==> src/rtl/sevseg_pkg.sv <==
// Shared definitions for the seven-segment capture path: active-low gfedcba
// segment codes, anode position selects, capture FSM states and BCD helpers.
package sevseg_pkg;

  localparam logic [6:0] SEG_0     = 7'b1000000;
  localparam logic [6:0] SEG_1     = 7'b1111001;
  localparam logic [6:0] SEG_2     = 7'b0100100;
  localparam logic [6:0] SEG_3     = 7'b0110000;
  localparam logic [6:0] SEG_4     = 7'b0011001;
  localparam logic [6:0] SEG_5     = 7'b0010010;
  localparam logic [6:0] SEG_6     = 7'b0000010;
  localparam logic [6:0] SEG_7     = 7'b1111000;
  localparam logic [6:0] SEG_8     = 7'b0000000;
  localparam logic [6:0] SEG_9     = 7'b0010000;
  localparam logic [6:0] SEG_BLANK = 7'b1111111;

  localparam logic [3:0] AN_MS_TENS   = 4'b1110;
  localparam logic [3:0] AN_MS_HUND   = 4'b1101;
  localparam logic [3:0] AN_SEC_UNITS = 4'b1011;
  localparam logic [3:0] AN_SEC_TENS  = 4'b0111;
  localparam logic [3:0] AN_NONE      = 4'b1111;

  typedef enum logic [1:0] {
    WAIT,
    SETTLE,
    CAPTURED
  } cap_state_e;

  // A scan slot is legal only when exactly one anode is driven low.
  function automatic logic an_valid(input logic [3:0] an);
    return $countones(~an) == 1;
  endfunction

  function automatic logic [1:0] an_pos(input logic [3:0] an);
    case (an)
      AN_MS_HUND:   return 2'd1;
      AN_SEC_UNITS: return 2'd2;
      AN_SEC_TENS:  return 2'd3;
      default:      return 2'd0;
    endcase
  endfunction

  function automatic logic [5:0] bcd_seconds(input logic [3:0] tens, input logic [3:0] units);
    return 6'(tens) * 6'd10 + 6'(units);
  endfunction

  function automatic logic [9:0] bcd_millis(input logic [3:0] hund, input logic [3:0] tens);
    return 10'(hund) * 10'd100 + 10'(tens) * 10'd10;
  endfunction

endpackage

==> src/rtl/seven_seg_pattern_decode.sv <==
// Combinational active-low segment pattern to BCD decoder; any pattern that
// is not a digit 0..9 (blank included) reports valid_o=0 with bcd_o=0.
module seven_seg_pattern_decode
  import sevseg_pkg::*;
(
  input  logic [6:0] seg_i,
  output logic       valid_o,
  output logic [3:0] bcd_o
);

  always_comb begin
    // NOTE: both outputs get a default before the case so no latch is inferred.
    valid_o = 1'b1;
    bcd_o   = 4'd0;
    case (seg_i)
      SEG_0:   bcd_o = 4'd0;
      SEG_1:   bcd_o = 4'd1;
      SEG_2:   bcd_o = 4'd2;
      SEG_3:   bcd_o = 4'd3;
      SEG_4:   bcd_o = 4'd4;
      SEG_5:   bcd_o = 4'd5;
      SEG_6:   bcd_o = 4'd6;
      SEG_7:   bcd_o = 4'd7;
      SEG_8:   bcd_o = 4'd8;
      SEG_9:   bcd_o = 4'd9;
      default: valid_o = 1'b0;
    endcase
  end

endmodule

==> src/rtl/seven_seg_capture.sv <==
// Captures a multiplexed 4-digit seven-segment display and rebuilds seconds and
// milliseconds. Define SEVEN_SEG_CAPTURE_SYNC_EN to add a two-flop input synchronizer.
module seven_seg_capture
  import sevseg_pkg::*;
#(
  parameter int unsigned SETTLE_CYCLES = 2
) (
  input  logic        clk,
  input  logic        reset,
  input  logic [6:0]  seg,
  input  logic [3:0]  an,
  output logic [15:0] digits,
  output logic [5:0]  seconds,
  output logic [9:0]  milliseconds,
  output logic        frame_valid,
  output logic        frame_err
);

  localparam logic [3:0] CNT_TARGET = 4'(SETTLE_CYCLES);

  logic [3:0] an_in;
  logic [6:0] seg_in;

`ifdef SEVEN_SEG_CAPTURE_SYNC_EN
  logic [3:0] an_s1_q, an_s2_q;
  logic [6:0] seg_s1_q, seg_s2_q;

  always_ff @(posedge clk or posedge reset) begin
    if (reset) begin
      an_s1_q  <= AN_NONE;
      an_s2_q  <= AN_NONE;
      seg_s1_q <= SEG_BLANK;
      seg_s2_q <= SEG_BLANK;
    end else begin
      an_s1_q  <= an;
      an_s2_q  <= an_s1_q;
      seg_s1_q <= seg;
      seg_s2_q <= seg_s1_q;
    end
  end

  assign an_in  = an_s2_q;
  assign seg_in = seg_s2_q;
`else
  assign an_in  = an;
  assign seg_in = seg;
`endif

  cap_state_e  state_q, state_d;
  logic [3:0]  cnt_q, cnt_d;
  logic [3:0]  an_h_q, an_h_d;
  logic [6:0]  seg_h_q, seg_h_d;
  logic [3:0]  seen_q, seen_d;
  logic        err_acc_q, err_acc_d;
  logic [15:0] shadow_q, shadow_d;
  logic [15:0] digits_q, digits_d;
  logic [5:0]  seconds_q, seconds_d;
  logic [9:0]  millis_q, millis_d;
  logic        valid_q, valid_d;
  logic        err_q, err_d;

  logic        capture;
  logic        changed;
  logic        dec_valid;
  logic [3:0]  dec_bcd;
  logic [1:0]  pos;

  // The held sample equals the live input whenever a capture fires.
  seven_seg_pattern_decode u_decode (
    .seg_i   (seg_h_q),
    .valid_o (dec_valid),
    .bcd_o   (dec_bcd)
  );

  assign changed = {an_in, seg_in} != {an_h_q, seg_h_q};
  assign pos     = an_pos(an_h_q);

  always_comb begin
    state_d = state_q;
    cnt_d   = cnt_q;
    an_h_d  = an_h_q;
    seg_h_d = seg_h_q;
    capture = 1'b0;
    unique case (state_q)
      WAIT: begin
        if (an_valid(an_in)) begin
          state_d = SETTLE;
          cnt_d   = 4'd1;
          an_h_d  = an_in;
          seg_h_d = seg_in;
        end
      end
      SETTLE: begin
        if (changed) begin
          an_h_d  = an_in;
          seg_h_d = seg_in;
          cnt_d   = 4'd1;
          if (!an_valid(an_in)) state_d = WAIT;
        end else if (cnt_q == CNT_TARGET) begin
          capture = 1'b1;
          state_d = CAPTURED;
        end else begin
          cnt_d = cnt_q + 4'd1;
        end
      end
      CAPTURED: begin
        if (changed) begin
          an_h_d  = an_in;
          seg_h_d = seg_in;
          cnt_d   = 4'd1;
          state_d = an_valid(an_in) ? SETTLE : WAIT;
        end
      end
      default: state_d = WAIT;
    endcase
  end

  always_comb begin
    seen_d    = seen_q;
    err_acc_d = err_acc_q;
    shadow_d  = shadow_q;
    digits_d  = digits_q;
    seconds_d = seconds_q;
    millis_d  = millis_q;
    valid_d   = 1'b0;
    err_d     = 1'b0;
    if (capture) begin
      shadow_d[{pos, 2'b00} +: 4] = dec_valid ? dec_bcd : 4'd0;
      seen_d[pos]                 = 1'b1;
      err_acc_d                   = err_acc_q | ~dec_valid;
      if (seen_d == 4'hF) begin
        if (err_acc_d || shadow_d[15:12] > 4'd5) begin
          err_d = 1'b1;
        end else begin
          digits_d  = shadow_d;
          seconds_d = bcd_seconds(shadow_d[15:12], shadow_d[11:8]);
          millis_d  = bcd_millis(shadow_d[7:4], shadow_d[3:0]);
          valid_d   = 1'b1;
        end
        seen_d    = 4'h0;
        err_acc_d = 1'b0;
      end
    end
  end

  always_ff @(posedge clk or posedge reset) begin
    if (reset) begin
      state_q   <= WAIT;
      cnt_q     <= 4'd0;
      an_h_q    <= AN_NONE;
      seg_h_q   <= SEG_BLANK;
      seen_q    <= 4'h0;
      err_acc_q <= 1'b0;
      shadow_q  <= 16'h0;
      digits_q  <= 16'h0;
      seconds_q <= 6'd0;
      millis_q  <= 10'd0;
      valid_q   <= 1'b0;
      err_q     <= 1'b0;
    end else begin
      // NOTE: non-blocking assignments so every register samples pre-edge values.
      state_q   <= state_d;
      cnt_q     <= cnt_d;
      an_h_q    <= an_h_d;
      seg_h_q   <= seg_h_d;
      seen_q    <= seen_d;
      err_acc_q <= err_acc_d;
      shadow_q  <= shadow_d;
      digits_q  <= digits_d;
      seconds_q <= seconds_d;
      millis_q  <= millis_d;
      valid_q   <= valid_d;
      err_q     <= err_d;
    end
  end

  assign digits       = digits_q;
  assign seconds      = seconds_q;
  assign milliseconds = millis_q;
  assign frame_valid  = valid_q;
  assign frame_err    = err_q;

endmodule
==> config.mk <==
export PLATFORM = sky130hd
export DESIGN_NAME = seven_seg_capture
export DESIGN_NICKNAME = d
export VERILOG_FILES = /design/src/rtl/sevseg_pkg.sv /design/src/rtl/seven_seg_pattern_decode.sv /design/src/rtl/seven_seg_capture.sv
export SDC_FILE = /design/constraint.sdc
export NUM_CORES = 1
export LEC_CHECK = 0
export CAP_MARGIN = 20
export CELL_PAD_IN_SITES_DETAIL_PLACEMENT = 1
export CELL_PAD_IN_SITES_GLOBAL_PLACEMENT = 1
export CORE_ASPECT_RATIO = 1.1
export CORE_MARGIN = 2
export CORE_UTILIZATION = 40
export CTS_CLUSTER_SIZE = 10
export DETAILED_ROUTE_END_ITERATION = 8
export HOLD_SLACK_MARGIN = 0.08
export MAX_ROUTING_LAYER = met4
export PLACE_DENSITY = 0.73
export SYNTH_ARGS = -nofsm -noshare
export SYNTH_HDL_FRONTEND = slang
export SYNTH_SLANG_ARGS = --single-unit
==> constraint.sdc <==
create_clock -name clk -period 6.19 [get_ports clk]
set_clock_uncertainty 0.1 [all_clocks]
set_input_delay 1.857 -clock clk [delete_from_list [all_inputs] [get_ports clk]]
set_output_delay 1.857 -clock clk [all_outputs]
set_load 0.01 [all_outputs]
## Word-level counts from Yosys, hierarchy flattened

Index checks and enable logic that the tools add are counted.

| storage, ports and cells | value |
|---|---|
| flip-flop bits (word level) | 72 |
| input port bits | 13 |
| output and inout bits | 34 |
| word-level logic and storage cells | 104 |

| cells by class | value |
|---|---|
| add/sub/neg operators | 7 |
| multiply operators | 3 |
| magnitude comparators | 3 |
| equal/unequal tests | 24 |
| shift-type cells | 2 |
| mux-type cells | 36 |
| bitwise operators | 5 |
| reduce and logical (&&, ||, !) cells | 12 |

Operator list:

| cell | count |
|---|---|
| case mux 4 bit (9 select lines) | 1 |
| two-way mux 4 bit | 8 |
| equality test 7 x 5 -> 1 bit (second input constant) | 3 |
| equality test 7 bit (second input constant) | 3 |
| bitwise mux 16 bit | 1 |
| variable shift 4 x 6 -> 16 bit (first input constant) | 1 |
| indexed part select 4 x 6 -> 16 bit | 1 |
| equality test 7 x 6 -> 1 bit (second input constant) | 2 |
| two-way mux 7 bit | 2 |
| case mux 7 bit (2 select lines) | 1 |
| two-way mux 1 bit | 13 |
| equality test 4 bit (second input constant) | 3 |
| case mux 2 bit (3 select lines) | 2 |
| case mux 4 bit (3 select lines) | 1 |
| inequality test 11 bit | 1 |
| adder 10 x 8 -> 10 bit | 1 |
| two-way mux 2 bit | 5 |
| OR reduction 10 bit | 1 |
| inequality test 3 bit (second input constant) | 3 |
| multiplier 4 x 5 -> 8 bit (second input constant) | 1 |
| case mux 4 bit (2 select lines) | 1 |
| AND reduction 4 bit | 2 |
| equality test 7 x 2 -> 1 bit (second input constant) | 1 |
| logical NOT 7 bit | 1 |
| other kinds (29) | 33 |

## Logic depth before layout (Yosys ltp)

| logic depth | value |
|---|---|
| depth in word-level cells | 11 |
| mapped depth | 17 |
| mapped depth without buffers | 17 |

## Hierarchy

A second synthesis with hierarchy kept.

| second synthesis, totals | value |
|---|---|
| cells, all modules | 412 |
| area total of the unflattened synthesis | 4483.0 µm² |

By module, submodules not included:

| module | times used | cells an instance | area each (µm²) | seq. area each (µm²) |
|---|---|---|---|---|
| seven_seg_capture | 1 | 385 | 4310.4 | 1740.4 |
| seven_seg_pattern_decode | 1 | 27 | 172.7 | 0.0 |

## Least setup slack after synthesis

Ideal clock, no wire load.

| timing | value |
|---|---|
| path type | input-to-reg |
| start point | input an[0] |
| end point | register cnt_q[0] |
| library setup time | 0.125 ns |
| data arrival time | 4.283 ns |
| required time | 5.965 ns |
| path slack | 1.683 ns |
| stages on the path | 9 |
| path buffers | 0 |
| path through | fa_1 -> inv_1 -> ha_1 -> ha_1 -> nor3b_1 -> and2b_1 -> a211o_2 -> or3b_1 -> mux2_2 |

| between the ends | value |
|---|---|
| cells in the longest elaborated chain, start to end | 6 |
| elaborated cells on any way between the ends | 11 |
| those cells by class | 2 x add/sub; 5 x eq/ne; 2 x mux; 1 x bitwise; 1 x reduce/logical |

RTL lines:

| what | line | source |
|---|---|---|
| start: declaration | seven_seg_capture.sv:11 | `input logic [3:0] an,` |
| NOT 4 bit | sevseg_pkg.sv:31 | `return $countones(~an) == 1;` |
| adder 1 x 1 -> 2 bit (implied by the code) | sevseg_pkg.sv:31 |  |
| adder 2 x 2 -> 3 bit (implied by the code) | sevseg_pkg.sv:31 |  |
| equality test 3 x 1 -> 1 bit | sevseg_pkg.sv:31 |  |
| inequality test 2 bit (no line) | n/a |  |
| AND reduction 4 bit (no line) | n/a |  |
| end signal: assignment | seven_seg_capture.sv:163 | `cnt_q <= cnt_d;` |
| end: declaration | seven_seg_capture.sv:50 | `logic [3:0] cnt_q, cnt_d;` |

Several ways; a longest one is shown, not always the timed one.
A chain may end at the register's enable or synchronous reset.

## Final worst setup path

| timing | value |
|---|---|
| start point | register an_h_q[1] |
| end point | register millis_q[9] (netlist: milliseconds[9]) |

| between the ends | value |
|---|---|
| cells in the longest elaborated chain, start to end | 9 |
| elaborated cells on any way between the ends | 25 |
| those cells by class | 2 x add/sub; 2 x mul; 3 x order compare; 5 x eq/ne; 2 x shift; 6 x mux; 2 x bitwise; 3 x reduce/logical |

RTL lines:

| what | line | source |
|---|---|---|
| start: declaration | seven_seg_capture.sv:51 | `logic [3:0] an_h_q, an_h_d;` |
| start signal: assignment | seven_seg_capture.sv:164 | `an_h_q <= an_h_d;` |
| parallel branches: the longest is 9 deep, another holds adder 10 x 8 -> 10 bit | n/a |  |
| end signal: assignment | seven_seg_capture.sv:171 | `millis_q <= millis_d;` |
| end: declaration | seven_seg_capture.sv:58 | `logic [9:0] millis_q, millis_d;` |

Parallel ways; which one is timed is not known.

==> flow_summary_export.csv <==
group,metric,value,unit
route,drc,0,
finish,num_antenna_cells,0,
route,wire_per_inst,16.34,µm
clock_tree,cts.repair.resized,0,
clock_tree,clk_pin_slew,0.06,ns
worst_hold_path,hold_depth,1,
setup_path,crit_path_start_kind,"register",
timing,post-route-period-util,81.57,%
grt,use_met1,23.16,%
timing,hold_viol,0,
power_and_ir_drop,irDropWorstVdd,142.5,µV
synthesis,synth_top_area_share,33.51,%
synthesis,synth_area_leaders,"dfrtp_1 34%, ha_1 12%, mux2_2 9.4%",
route,drtAntennaViolNets,0,
grt,grt_pass1_vias,3501,
synthesis,synth_cell_type_count,53,
grt,grt_pass1_wl,17.13,mm
clock_tree,cts_tree,"done",
synthesis,synthArstFlopShare,100.0,%
synthesis,yosysSeqAreaShare,40.18,%
clock_tree,holdBufCountCts,0,
timing,rsz0062_at_grt,"false",
timing,finalSetupViolCount,0,
timing,clock.fmax,198.1,MHz
clock_tree,cts_sinks,69,
grt,grt_max_degree,41,
grt,antenna_found_initial,0,
route,first_iter_violations,105,
synthesis,synth_seq_cells,69,
setup_path,startpoint,"an_h_q[1]",
synthesis,synth_edf_count,0,
synthesis,syn_area,0.004332,mm²
power_and_ir_drop,total_power,1.664,mW
grt,grt_usage,19.15,%
grt,gr-usage-met2,32.51,%
timing,maxSlewViolCount,0,
power_and_ir_drop,p_per_area,319.1,mW/mm²
clock_tree,clock_latency,0.33,ns
timing,setup_ws,1.141,ns
clock_tree,cts_setup_buffers,0,
clock_tree,clockBufferDepth,2,
die,floorplan.initialDensity,41.29,%
synthesis,synth_area_per_cell,10.75,µm²
grt,grt-ovfl-total,0,
place,gp_congestion,0.8052,
finish,finalNetCount,504,
timing,min_period,5.049,ns
finish,area_growth,20.36,%
place,numPortBuffers,45,
grt,busiest_layer,"met2",
setup_path,timing_worst_setup_path_type,"register to register",
run_status,status,"finished, final reports clean",
setup_path,cp_max_fo,6,
synthesis,ys.flop_type,"dfrtp_1",
setup_path,rr_worst_depth,16,
place,placed_cells_incl_taps,578,
die,die_w,103.2,µm
die,io_pins,47,
die,num_rows,39,
die,die_h,113.1,µm
setup_path,required,6.31,ns
place,dp_slack,0.9957,ns
worst_hold_path,worstHoldStart,"digits[12]",
power_and_ir_drop,leakage,2.439,nW
setup_path,endpoint_kind,"register",
timing,slew_headroom,42.52,%
timing,fin_tns_setup,0,ns
grt,grtUsageMet3,2.594,%
clock_tree,cts_root_buf,"clkbuf_16",
timing,tightest_slew,0.8610,ns
synthesis,yosysWarnings,0,
place,dp_hpwl,7.113,mm
finish,finish.utilization,49.70,%
synthesis,synth_largest_area_cell,"dfrtp_1",
route,dr_total_vias,3067,
setup_path,arrival,5.17,ns
finish,instances_no_fill,594,
setup_path,r2r-start,"an_h_q[1]",
finish,drive_gt1_share,17.52,%
die,design.core.area,0.01049,mm²
synthesis,synthCells,403,
route,drt-pass1-iter-count,6,
clock_tree,cts_max_level,3,
route,routed_via_density,5.163,
clock_tree,cts-buffers-inserted,9,
route,drt_wl_total,9.704,mm
die,die_area,0.01168,mm²
synthesis,syn_nets,461,
flow_run,drv_cap,0,
worst_hold_path,holdCritPathClass,"register to register",
==> area by class of cell <==
class	instances	area, µm²
fill	1129	5278
multi-input combinational	279	2346
sequential	69	1740
timing repair buffer	49	480.5
clock buffer	10	239.0
tap	143	178.9
inverter	38	142.6
clock inverter	6	86.33
==> routing by layer <==
metal | routed length, µm | part of all wire [%] | vias to the layer above
met3 | 203 | 2.1 | 12
met5 | 0 | 0 | -
met2 | 5090 | 52 | 42
met1 | 4231 | 44 | 1536
li1 | - | - | 1477
met4 | 178 | 1.8 | 0
==> cells in the mapped netlist (all sizes together) (2+ instances only) <==
cell type and instances:
xnor2 18, nand4b 2, ha 40, buf 16, inv 38, nor3b 7, o21ai 15, mux2i 3
nand3 9, nand2b 2, nor2 27, and4b 2, o22ai 9, o21bai 4, o21a 3, nand2 16
xor2 10, dfrtp 58, o22a 3, nand4 4, nor3 4, dfstp 11, nor4b 2, a221oi 2
fa 5, nor2b 4, a21o 2, a31oi 2, a21oi 20, nor4 6, mux2 48
==> report_power, final <==
| group | leakage, nW | switching [mW] | internal, mW | total, mW |
|---|---|---|---|---|
| Sequential | 0.893 | 0.0981 | 0.524 | 0.622 |
| Clock | 0.158 | 0.200 | 0.363 | 0.563 |
| Combinational | 1.39 | 0.264 | 0.215 | 0.479 |
==> path summary, 6_finish.rpt <==
path | to | slack, ns
max | milliseconds[9] | 1.14
min | digits[12] | 0.39
max reg2reg | milliseconds[9] | 1.14
min reg2reg | digits[12] | 0.39
max in group asynchronous | an_h_q[2] | 3.09
min in group asynchronous | digits[5] | 1.93
==> state kept, by name (all words and copies together), names as in the netlist <==
signal and cells:
an_h_q 4, cnt_q 4, digits 16, err_acc_q 1, frame_err 1, frame_valid 1
milliseconds 8, seconds 5, seen_q 4, seg_h_q 7, shadow_q 16, state_q 2
==> worst max-delay path: stages, from the launching register on <==
cell and delay (ns):
dfstp_2 0.58, xor2_1 0.24, nand3_1 0.26, ha_1 0.39
nor3b_1 0.30, nand2_1 0.14, o22ai_1 0.30, ha_1 0.31
ha_1 0.24, fa_1 0.51, ha_1 0.36, nand2_1 0.07
o21ai_0 0.31, nor4_1 0.08, nor4_1 0.38, xnor2_1 0.11
mux2_2 0.26
==> cell usage in the layout, fill, tap and decap left out, types with 4 or more instances in the layout <==
| cell | netlist | layout |
|---|---|---|
| o21ai_0 | 14 | 14 |
| ha_1 | 40 | 40 |
| nor2b_1 | 4 | 4 |
| buf_4 | 5 | 4 |
| a21oi_1 | 20 | 20 |
| inv_1 | 38 | 37 |
| nor4_1 | 4 | 4 |
| xor2_1 | 10 | 10 |
| nor3b_1 | 6 | 6 |
| xnor2_1 | 18 | 18 |
| fa_1 | 5 | 5 |
| clkbuf_16 | 0 | 9 |
| nand4_1 | 4 | 4 |
| nor2_1 | 27 | 27 |
| o21bai_1 | 4 | 4 |
| nand2_1 | 16 | 16 |
| mux2_2 | 36 | 36 |
| dfrtp_1 | 58 | 58 |
| clkdlybuf4s50_1 | 0 | 45 |
| dfstp_2 | 11 | 11 |
| nand3_1 | 9 | 9 |
| o22ai_1 | 9 | 9 |
| mux2_1 | 12 | 12 |
==> metrics by stage <==
step | hold slack (ns) | instance area, µm²
6_report | 0.3876 | 5214
5_1_grt | 0.4115 | 5214
4_1_cts | 0.3957 | 5214
3_5_place_dp | 0.3809 | 4888
3_3_place_gp | 0.3712 | 4888
2_1_floorplan | 0.3573 | 4332
==> cells by family after synthesis <==
family | count (synthesis) | share of synthesized area (%)
other | 1 | 0.08657
adder cells (fa/ha/maj) | 45 | 13.86
AO/OA/AOI/OAI | 63 | 8.954
buffers and inverters | 55 | 5.806
XOR/XNOR | 28 | 5.661
AND/OR/NAND/NOR | 91 | 12.28
flip-flops | 69 | 40.18
multiplexers | 51 | 13.17
Power figures use the tool's default switching activity.
